File: src/rtl/fir_coeff_loader_pkg.sv
// Shared definitions for the FIR coefficient loader: state encoding and the
// default sizes that must agree with the filter datapath.
package fir_coeff_loader_pkg;

  localparam int DEF_NUM_TAPS   = 8;
  localparam int DEF_COEFF_BITS = 8;
  localparam int DEF_ADDR_BITS  = 4;

  // Encoding 2'd3 is unused and recovers to S_IDLE.
  typedef enum logic [1:0] {
    S_IDLE  = 2'd0,
    S_ARMED = 2'd1,
    S_FLUSH = 2'd2
  } state_t;

endpackage

File: src/rtl/fir_coeff_loader_if.sv
// Host configuration port of the FIR coefficient loader.
interface fir_coeff_loader_if #(
  parameter int ADDR_BITS  = 4,
  parameter int COEFF_BITS = 8
);
  // A transfer (write, optionally with commit) happens on a rising clock edge
  // where cfg_valid & cfg_ready; the host holds valid/addr/data/commit until then.
  logic                  cfg_valid;
  logic                  cfg_ready;
  logic [ADDR_BITS-1:0]  cfg_addr;
  logic [COEFF_BITS-1:0] cfg_data;
  logic                  cfg_commit;
  logic                  cfg_abort;
  logic                  cfg_err;

  modport master (
    output cfg_valid, cfg_addr, cfg_data, cfg_commit, cfg_abort,
    input  cfg_ready, cfg_err
  );

  modport slave (
    input  cfg_valid, cfg_addr, cfg_data, cfg_commit, cfg_abort,
    output cfg_ready, cfg_err
  );
endinterface

File: src/rtl/fir_coeff_loader_tick_counter.sv
// Loadable down-counter that only advances on the sample tick; saturates at zero.
module fir_coeff_loader_tick_counter #(
  parameter int W = 4
) (
  input  logic         clock,
  input  logic         reset,
  input  logic         tick,
  input  logic         load,
  input  logic [W-1:0] load_val,
  output logic [W-1:0] count,
  output logic         zero
);
  logic [W-1:0] count_q, count_d;

  always_comb begin
    count_d = count_q;
    if (load) begin
      count_d = load_val;
    end else if (tick && (count_q != '0)) begin
      count_d = count_q - 1'b1;
    end
  end

  always_ff @(posedge clock or negedge reset) begin
    if (!reset) begin
      count_q <= '0;
    end else begin
      count_q <= count_d;
    end
  end

  assign count = count_q;
  assign zero  = (count_q == '0);

endmodule

File: src/rtl/fir_coeff_loader.sv
// Shadow-bank coefficient loader: host writes fill a shadow bank, a commit arms
// a swap that lands on the next sample tick, then the filter is flushed for NUM_TAPS ticks.
module fir_coeff_loader
  import fir_coeff_loader_pkg::*;
#(
  parameter int NUM_TAPS   = DEF_NUM_TAPS,
  parameter int COEFF_BITS = DEF_COEFF_BITS,
  parameter int ADDR_BITS  = DEF_ADDR_BITS
) (
  input  logic                           clock,
  input  logic                           reset,
  input  logic                           sample_tick,
  fir_coeff_loader_if.slave              cfg,
  output logic [NUM_TAPS*COEFF_BITS-1:0] coeff_out,
  output logic                           filter_flush,
  output logic                           coeff_update,
  output logic                           busy,
  output state_t                         state_dbg
);
  localparam int BANK_BITS = NUM_TAPS * COEFF_BITS;
  localparam int CNT_BITS  = $clog2(NUM_TAPS + 1);
  localparam logic [CNT_BITS-1:0]  FLUSH_LEN    = CNT_BITS'(NUM_TAPS);
  localparam logic [CNT_BITS-1:0]  CNT_ONE      = CNT_BITS'(1);
  localparam logic [ADDR_BITS:0]   TAP_LIMIT    = (ADDR_BITS + 1)'(NUM_TAPS);
  localparam logic [BANK_BITS-1:0] DEFAULT_BANK = {{(BANK_BITS - 1){1'b0}}, 1'b1};

  state_t                state_q, state_d;
  logic [BANK_BITS-1:0]  shadow_q, shadow_d;
  logic [BANK_BITS-1:0]  active_q, active_d;
  logic [NUM_TAPS-1:0]   mask_q, mask_d;
  logic                  flush_q, flush_d;
  logic                  update_q, update_d;
  logic                  err_q, err_d;

  logic                  xfer;
  logic                  addr_ok;
  logic [NUM_TAPS-1:0]   mask_wr;
  logic                  cnt_load;
  logic [CNT_BITS-1:0]   flush_cnt;
  logic                  cnt_zero;

  assign xfer    = cfg.cfg_valid && cfg.cfg_ready;
  assign addr_ok = ({1'b0, cfg.cfg_addr} < TAP_LIMIT);

  always_comb begin
    mask_wr = '0;
    for (int k = 0; k < NUM_TAPS; k++) begin
      mask_wr[k] = ({1'b0, cfg.cfg_addr} == (ADDR_BITS + 1)'(k));
    end
  end

  fir_coeff_loader_tick_counter #(.W(CNT_BITS)) u_flush_cnt (
    .clock    (clock),
    .reset    (reset),
    .tick     (sample_tick),
    .load     (cnt_load),
    .load_val (FLUSH_LEN),
    .count    (flush_cnt),
    .zero     (cnt_zero)
  );

  always_comb begin
    state_d  = state_q;
    shadow_d = shadow_q;
    active_d = active_q;
    mask_d   = mask_q;
    flush_d  = flush_q;
    update_d = 1'b0;
    err_d    = 1'b0;
    cnt_load = 1'b0;
    case (state_q)
      S_IDLE: begin
        if (xfer) begin
          // A bad address drops the whole transfer, commit included.
          if (!addr_ok) begin
            err_d = 1'b1;
          end else begin
            for (int k = 0; k < NUM_TAPS; k++) begin
              if (mask_wr[k]) shadow_d[k*COEFF_BITS +: COEFF_BITS] = cfg.cfg_data;
            end
            mask_d = mask_q | mask_wr;
            if (cfg.cfg_commit) begin
              if (&mask_d) state_d = S_ARMED;
              else         err_d   = 1'b1;
            end
          end
        end
      end
      S_ARMED: begin
        // The tick beats a same-cycle abort.
        if (sample_tick) begin
          active_d = shadow_q;
          update_d = 1'b1;
          cnt_load = 1'b1;
          mask_d   = '0;
          flush_d  = 1'b1;
          state_d  = S_FLUSH;
        end else if (cfg.cfg_abort) begin
          state_d = S_IDLE;
        end
      end
      S_FLUSH: begin
        if (cnt_zero || (sample_tick && (flush_cnt == CNT_ONE))) begin
          flush_d = 1'b0;
          state_d = S_IDLE;
        end
      end
      default: begin
        flush_d = 1'b0;
        state_d = S_IDLE;
      end
    endcase
  end

  always_ff @(posedge clock or negedge reset) begin
    if (!reset) begin
      state_q  <= S_IDLE;
      shadow_q <= '0;
      active_q <= DEFAULT_BANK;
      mask_q   <= '0;
      flush_q  <= 1'b0;
      update_q <= 1'b0;
      err_q    <= 1'b0;
    end else begin
      state_q  <= state_d;
      shadow_q <= shadow_d;
      active_q <= active_d;
      mask_q   <= mask_d;
      flush_q  <= flush_d;
      update_q <= update_d;
      err_q    <= err_d;
    end
  end

  assign cfg.cfg_ready = (state_q == S_IDLE);
  assign cfg.cfg_err   = err_q;
  assign coeff_out     = active_q;
  assign filter_flush  = flush_q;
  assign coeff_update  = update_q;
  assign busy          = (state_q == S_ARMED) || (state_q == S_FLUSH);
  assign state_dbg     = state_q;

endmodule

File: src/flat_wrapper.sv
// flat-port wrapper written by rule: the top's interface ports become plain ports
module fir_coeff_loader_flat import fir_coeff_loader_pkg::*;
#(
  parameter int NUM_TAPS   = DEF_NUM_TAPS,
  parameter int COEFF_BITS = DEF_COEFF_BITS,
  parameter int ADDR_BITS  = DEF_ADDR_BITS
)
  (clock, reset, sample_tick, coeff_out, filter_flush, coeff_update, busy, state_dbg, cfg_cfg_valid, cfg_cfg_addr, cfg_cfg_data, cfg_cfg_commit, cfg_cfg_abort, cfg_cfg_ready, cfg_cfg_err);
  fir_coeff_loader_if #(.ADDR_BITS(ADDR_BITS), .COEFF_BITS(COEFF_BITS)) cfg_i ();
  input  logic clock;
  input  logic reset;
  input  logic sample_tick;
  output logic [NUM_TAPS*COEFF_BITS-1:0] coeff_out;
  output logic filter_flush;
  output logic coeff_update;
  output logic busy;
  output state_t state_dbg;
  input wire logic [$bits(cfg_i.cfg_valid)-1:0] cfg_cfg_valid;
  input wire logic [$bits(cfg_i.cfg_addr)-1:0] cfg_cfg_addr;
  input wire logic [$bits(cfg_i.cfg_data)-1:0] cfg_cfg_data;
  input wire logic [$bits(cfg_i.cfg_commit)-1:0] cfg_cfg_commit;
  input wire logic [$bits(cfg_i.cfg_abort)-1:0] cfg_cfg_abort;
  output wire logic [$bits(cfg_i.cfg_ready)-1:0] cfg_cfg_ready;
  output wire logic [$bits(cfg_i.cfg_err)-1:0] cfg_cfg_err;
  assign cfg_i.cfg_valid = cfg_cfg_valid;
  assign cfg_i.cfg_addr = cfg_cfg_addr;
  assign cfg_i.cfg_data = cfg_cfg_data;
  assign cfg_i.cfg_commit = cfg_cfg_commit;
  assign cfg_i.cfg_abort = cfg_cfg_abort;
  assign cfg_cfg_ready = cfg_i.cfg_ready;
  assign cfg_cfg_err = cfg_i.cfg_err;
  fir_coeff_loader #(.NUM_TAPS(NUM_TAPS), .COEFF_BITS(COEFF_BITS), .ADDR_BITS(ADDR_BITS)) u_core (.clock(clock), .reset(reset), .sample_tick(sample_tick), .cfg(cfg_i), .coeff_out(coeff_out), .filter_flush(filter_flush), .coeff_update(coeff_update), .busy(busy), .state_dbg(state_dbg));
endmodule
File: config.mk
export PLATFORM = sky130hd
export DESIGN_NAME = fir_coeff_loader_flat
export DESIGN_NICKNAME = d
export VERILOG_FILES = /design/src/rtl/fir_coeff_loader_pkg.sv /design/src/rtl/fir_coeff_loader_if.sv /design/src/rtl/fir_coeff_loader_tick_counter.sv /design/src/rtl/fir_coeff_loader.sv /design/src/flat_wrapper.sv
export SDC_FILE = /design/constraint.sdc
export NUM_CORES = 1
export LEC_CHECK = 0
export CAP_MARGIN = 25
export CORE_ASPECT_RATIO = 2
export CORE_UTILIZATION = 40
export DETAILED_ROUTE_END_ITERATION = 10
export HOLD_SLACK_MARGIN = 0.12
export PLACE_DENSITY = 0.59
export REMOVE_ABC_BUFFERS = 1
export SETUP_SLACK_MARGIN = 0.05
export SYNTH_ARGS = -nofsm -noshare
export SYNTH_HDL_FRONTEND = slang
export SYNTH_SLANG_ARGS = --single-unit
File: constraint.sdc
create_clock -name clock -period 2.26 [get_ports clock]
set_input_delay 0.339 -clock clock [delete_from_list [all_inputs] [get_ports clock]]
set_output_delay 0.339 -clock clock [all_outputs]
set_load 0.005 [all_outputs]
* After elaboration in Yosys (flattened, before gate mapping)
Cells that the tools add are included.
Cells by class: $add $sub $neg 1, magnitude comparators 1, equality and inequality tests 17, mux-type cells 24, bitwise gates (word level) 2, reduce and logical (&&, ||, !) cells 24
Operator list (count):
- 4-bit AND reduction | 9
- 8-bit 2-to-1 mux | 3
- 4-bit by 3-bit == test with 1-bit output, second input constant | 4
- 8-bit case mux with 2 select lines | 1
- 2-bit 2-to-1 mux | 7
- 2-bit inequality test, second input constant | 5
- 1-bit 2-to-1 mux | 9
- 4-bit by 1-bit == test with 1-bit output, second input constant | 2
- 4-bit by 2-bit == test with 1-bit output, second input constant | 2
- 4-bit logical NOT | 2
- 4-bit 2-to-1 mux | 2
- 8-bit OR | 1
- 8-bit AND reduction | 1
- 2-bit case mux with 3 select lines | 1
- 6-bit AND reduction | 1
- 4-bit < comparator, second input constant | 1
- 2-bit nonzero test | 2
- 4-bit nonzero test | 1
- 4-bit by 1-bit subtractor with 4-bit output, second input constant | 1
- 1-bit logical AND | 3
- 3-bit inequality test, second input constant | 1
- 1-bit case mux with 3 select lines | 1
- 3-bit AND reduction | 1
- 2-bit by 1-bit == test with 1-bit output, second input constant | 1
- 6 further kinds | 7
Word-level totals: flip-flop bits (word level) 145

* Longest topological paths before layout
Gate-level depths: netlist of run 1.
word-level depth 8, gate-level depth with buffers 7, depth with buffers taken out 7

* Cells and area by module
A second synthesis of run 1 with hierarchy kept.
Second synthesis, totals: cells, all modules 388, area, all modules 5795.6 um^2
Modules (own cells, without submodules):
- fir_coeff_loader | instances 1, cells an instance 361, area an instance 5525.3 um^2
- fir_coeff_loader_tick_counter | instances 1, cells an instance 27, area an instance 270.3 um^2

* Least setup slack after synthesis of run 1
OpenSTA, ideal clock, no wires.
path kind register -> register, start point reg u_core.state_q[1] (netlist: u_core.state_dbg[1]), end point reg u_core.shadow_q[24], arrival time 1.851 ns, data required time 2.135 ns, slack 0.284 ns, stages on the path, launching flop included 6, path through dfrtp_1 inv_1 ha_1 nand2_1 nor4_2 mux2_2
On the way: word-level cells in the longest chain between the ends 3
RTL lines:
- from (decl) | line fir_coeff_loader.sv:27 | state_t state_q, state_d;
- from (signal assigned) | line fir_coeff_loader.sv:125 | state_q <= state_d;
- 2-bit logical NOT * | line fir_coeff_loader.sv:135 | assign cfg.cfg_ready = (state_q == S_IDLE);
- net cfg_cfg_ready | line flat_wrapper.sv:23 | output wire logic [$bits(cfg_i.cfg_ready)-1:0] cfg_cfg_ready;
- 1-bit logical AND | line fir_coeff_loader.sv:42 | assign xfer = cfg.cfg_valid && cfg.cfg_ready;
- 4-bit AND reduction (no source line) *
- to (signal assigned) | line fir_coeff_loader.sv:126 | shadow_q <= shadow_d;
- to (decl) | line fir_coeff_loader.sv:28 | logic [BANK_BITS-1:0] shadow_q, shadow_d;
Mark *: on every way through the listed nets, which the timed path passes. The rest lies on a longest branch. A chain may end at the register's enable or synchronous reset.

* Worst setup path in the final report of run 1
start point reg u_core.state_q[1] (netlist: u_core.state_dbg[1]), end point out cfg_cfg_ready
On the way: word-level cells in the longest chain between the ends 1
RTL lines (line):
- 2-bit logical NOT | fir_coeff_loader.sv:135
- to (decl) | flat_wrapper.sv:23
No other way between the ends.

==> results of run 1 <==
[area by class of cell]
class,count,area share [%]
sequential,145,47.46
multi-input combinational,219,26.46
timing repair buffer,113,14.67
clock buffer,19,5.790
tap,189,3.091
clock inverter,12,2.077
inverter,9,0.4416
[layer usage]
layer / global-route usage [%] / vias up / part of all wire [%]
li1: - / 1605 / -
met5: 0 / - / 0
met4: 7.536 / 0 / 1.5
met1: 21.81 / 1843 / 39
met2: 35.02 / 77 / 56
met3: 3.359 / 16 / 2.6
[cell families (layout without fill, tap and decap cells)]
kind of cell,Yosys count,count (layout),share of synthesized area [%]
compound gates,27,27,2.877
xor+xnor,2,2,0.3052
fa+ha+maj,5,5,1.090
buf+inv,21,153,1.547
flops,145,145,63.23
mux,130,130,25.48
simple gates,55,55,5.471
[state kept, by name (all words and copies together), names as in the netlist]
register,count
u_core.coeff_out,64
u_core.shadow_q,64
u_core.mask_q,8
u_core.u_flush_cnt.count,4
u_core.state_dbg,2
u_core.cfg.cfg_err,1
u_core.coeff_update,1
u_core.filter_flush,1
[through the flow]
step | total power, mW | hold WS (ns) | instances
after detailed placement | 4.441 | 0.2565 | 674
after global placement | 4.377 | 0.2465 | 674
after global routing | 7.580 | 0.4131 | 706
final | 7.225 | 0.3899 | 706
after CTS | 7.308 | 0.3924 | 706
after floorplan | 3.888 | 0.04341 | 373
[power by group]
part           switching, mW  leakage [nW]  internal, mW
clock                   1.08         0.290          1.77
combinational          0.403          1.29         0.639
sequential             0.271          1.87          3.07
[path summary, 6_finish.rpt]
kind                                     start                   end  slack [ns]  cells after the start
setup reg to reg           u_core.state_dbg[1]    u_core.shadow_q[1]        0.28                      6
hold reg to reg             u_core.shadow_q[8]    u_core.shadow_q[8]        0.50                      1
setup / recovery           u_core.state_dbg[1]         cfg_cfg_ready        0.12                      4
hold / removal                           reset  u_core.coeff_out[19]        0.39                      2
max in group asynchronous                reset   u_core.shadow_q[17]        1.18                      3
min in group clock          u_core.shadow_q[8]    u_core.shadow_q[8]        0.50                      1
[cells in the final DEF (no fill, tap or decap), drive strengths merged, types with 6 or more instances in the layout]
cell / n
inv: 11
nor2: 18
nand2: 7
clkbuf: 19
clkdlybuf4s50: 87
a21oi: 13
nand3b: 6
mux2: 129
buf: 25
dfrtp: 144
[timing repair]
| item | in CTS | in global routing |
|---|---|---|
| gates resized for setup | 1 | 1 |
| hold endpoints to repair | 30 | 0 |
| setup endpoints to repair | 1 | 1 |
| hold buffers | 1 | 0 |
==> metrics.yaml, run 1 <==
p_leak_nw: 3.456
post-cts-setup-buffer-count: 0
critPathMaxStageDelay_ns: 0.49
synthTopCellsByCount: "144 x dfrtp_1, 129 x mux2_2, 18 x nor2_1"
routedWlPerCell_um: 18.03
die_w_um: 86.71
fin_area_sq_um: 7650
yosysTopAreaCell: "dfrtp_1"
p_per_area_nw_per_um2: 944.5
final_nets: 528
ys_top_cells_by_area: "dfrtp_1 63%, mux2_2 25%, nor2_1 1.2%"
syn_area_per_cell_sq_um: 14.91
setup_viol: 0
grt_max_degree: 46
grt_setup_unrepaired: "false"
diodes: 0
path_cells: "inv_1 -> ha_2 -> buf_4 -> clkdlybuf4s50_1"
start_util_pct: 41.10
fillers: 1200
synth-seq-area-share_pct: 63.23
die_area_sq_um: 14860
ant_nets: 0
drive_gt1_share_pct: 36.94
finalCritPeriodShare_pct: 94.51
setup_slack_ns: 0.1241
maxClockFrequency_mhz: 468.2
gp_congestion: 0.8124
synth_edf_count: 0
worstMarginPinSlew_ns: 0.6184
synthArstFlopShare_pct: 100.0
synth_top_cell_area_share_pct: 62.77
antenna_found_initial: 0
cp-end-kind: "primary output"
startpoint_type: "flip-flop"
hp-class: "primary input to asynchronous set/reset pin"
cts_tree: "yes"
boundaryPins: 89
area_delta_synth_final_pct: 33.26
ys_ff_latch: 145
dr.pass1.iters: 6
ys_types: 37
yosys_warnings: 0
status: "finished clean"
netlist_area_sq_um: 5741
place_ws_ns: -0.01665
drt_iter0_markers: 87
core_area_sq_um: 13970
htreeDepth: 4
cts_inserted_buffers: 17
final_max_slew_viol_count: 0
maxCapViolations: 0
hold_viol_final: 0
rows: 61
finalWirelength_um: 12730
crit_required_ns: 1.92
fin_skew_ns: 0.006263
postPlaceCellArea_sq_um: 7034
utilization_pct: 54.77
grt_pass1_vias: 3911
multi_input_area_sq_um: 2024
gr-usage-all-layers_pct: 19.16
crit_type: "flip-flop to primary output"
place_hpwl_um: 8803
crit_path_top_delay_cell: "clkdlybuf4s50_1"
cts.clk_slew.worst_paths_ns: 0.06
portBuffers: 88
drc: 0
arrival_ns: 1.80
path_buf_inv: 3
grt_overflow: 0
clk_latency_ns: 0.41
clock_path_buffers: 2
cts_sinks: 145
relSlewSlack_pct: 58.42
cts-root-buf: "clkbuf_16"
tns_ns: 0
syn_inst: 385
fp.dieH_um: 171.4
routed-via-count: 3541
cp_max_fo: 6
grt_pass1_wl_um: 20970
crit_family: "buffers and inverters"
viasPerCell: 5.016
ir_drop_v: 0.0006928
seqCellArea_sq_um: 3631
synth_flop_cell: "dfrtp_1"
fin_crit_ns: 2.136
synth.most_common_cell: "dfrtp_1"
No activity file was read; power rests on OpenSTA's default activity.
==> run 2: changes to the inputs <==
- ABC_AREA: not set -> 0
==> results of run 2 <==
No change in the layout: final DEF, timing and power equal those of run 1.
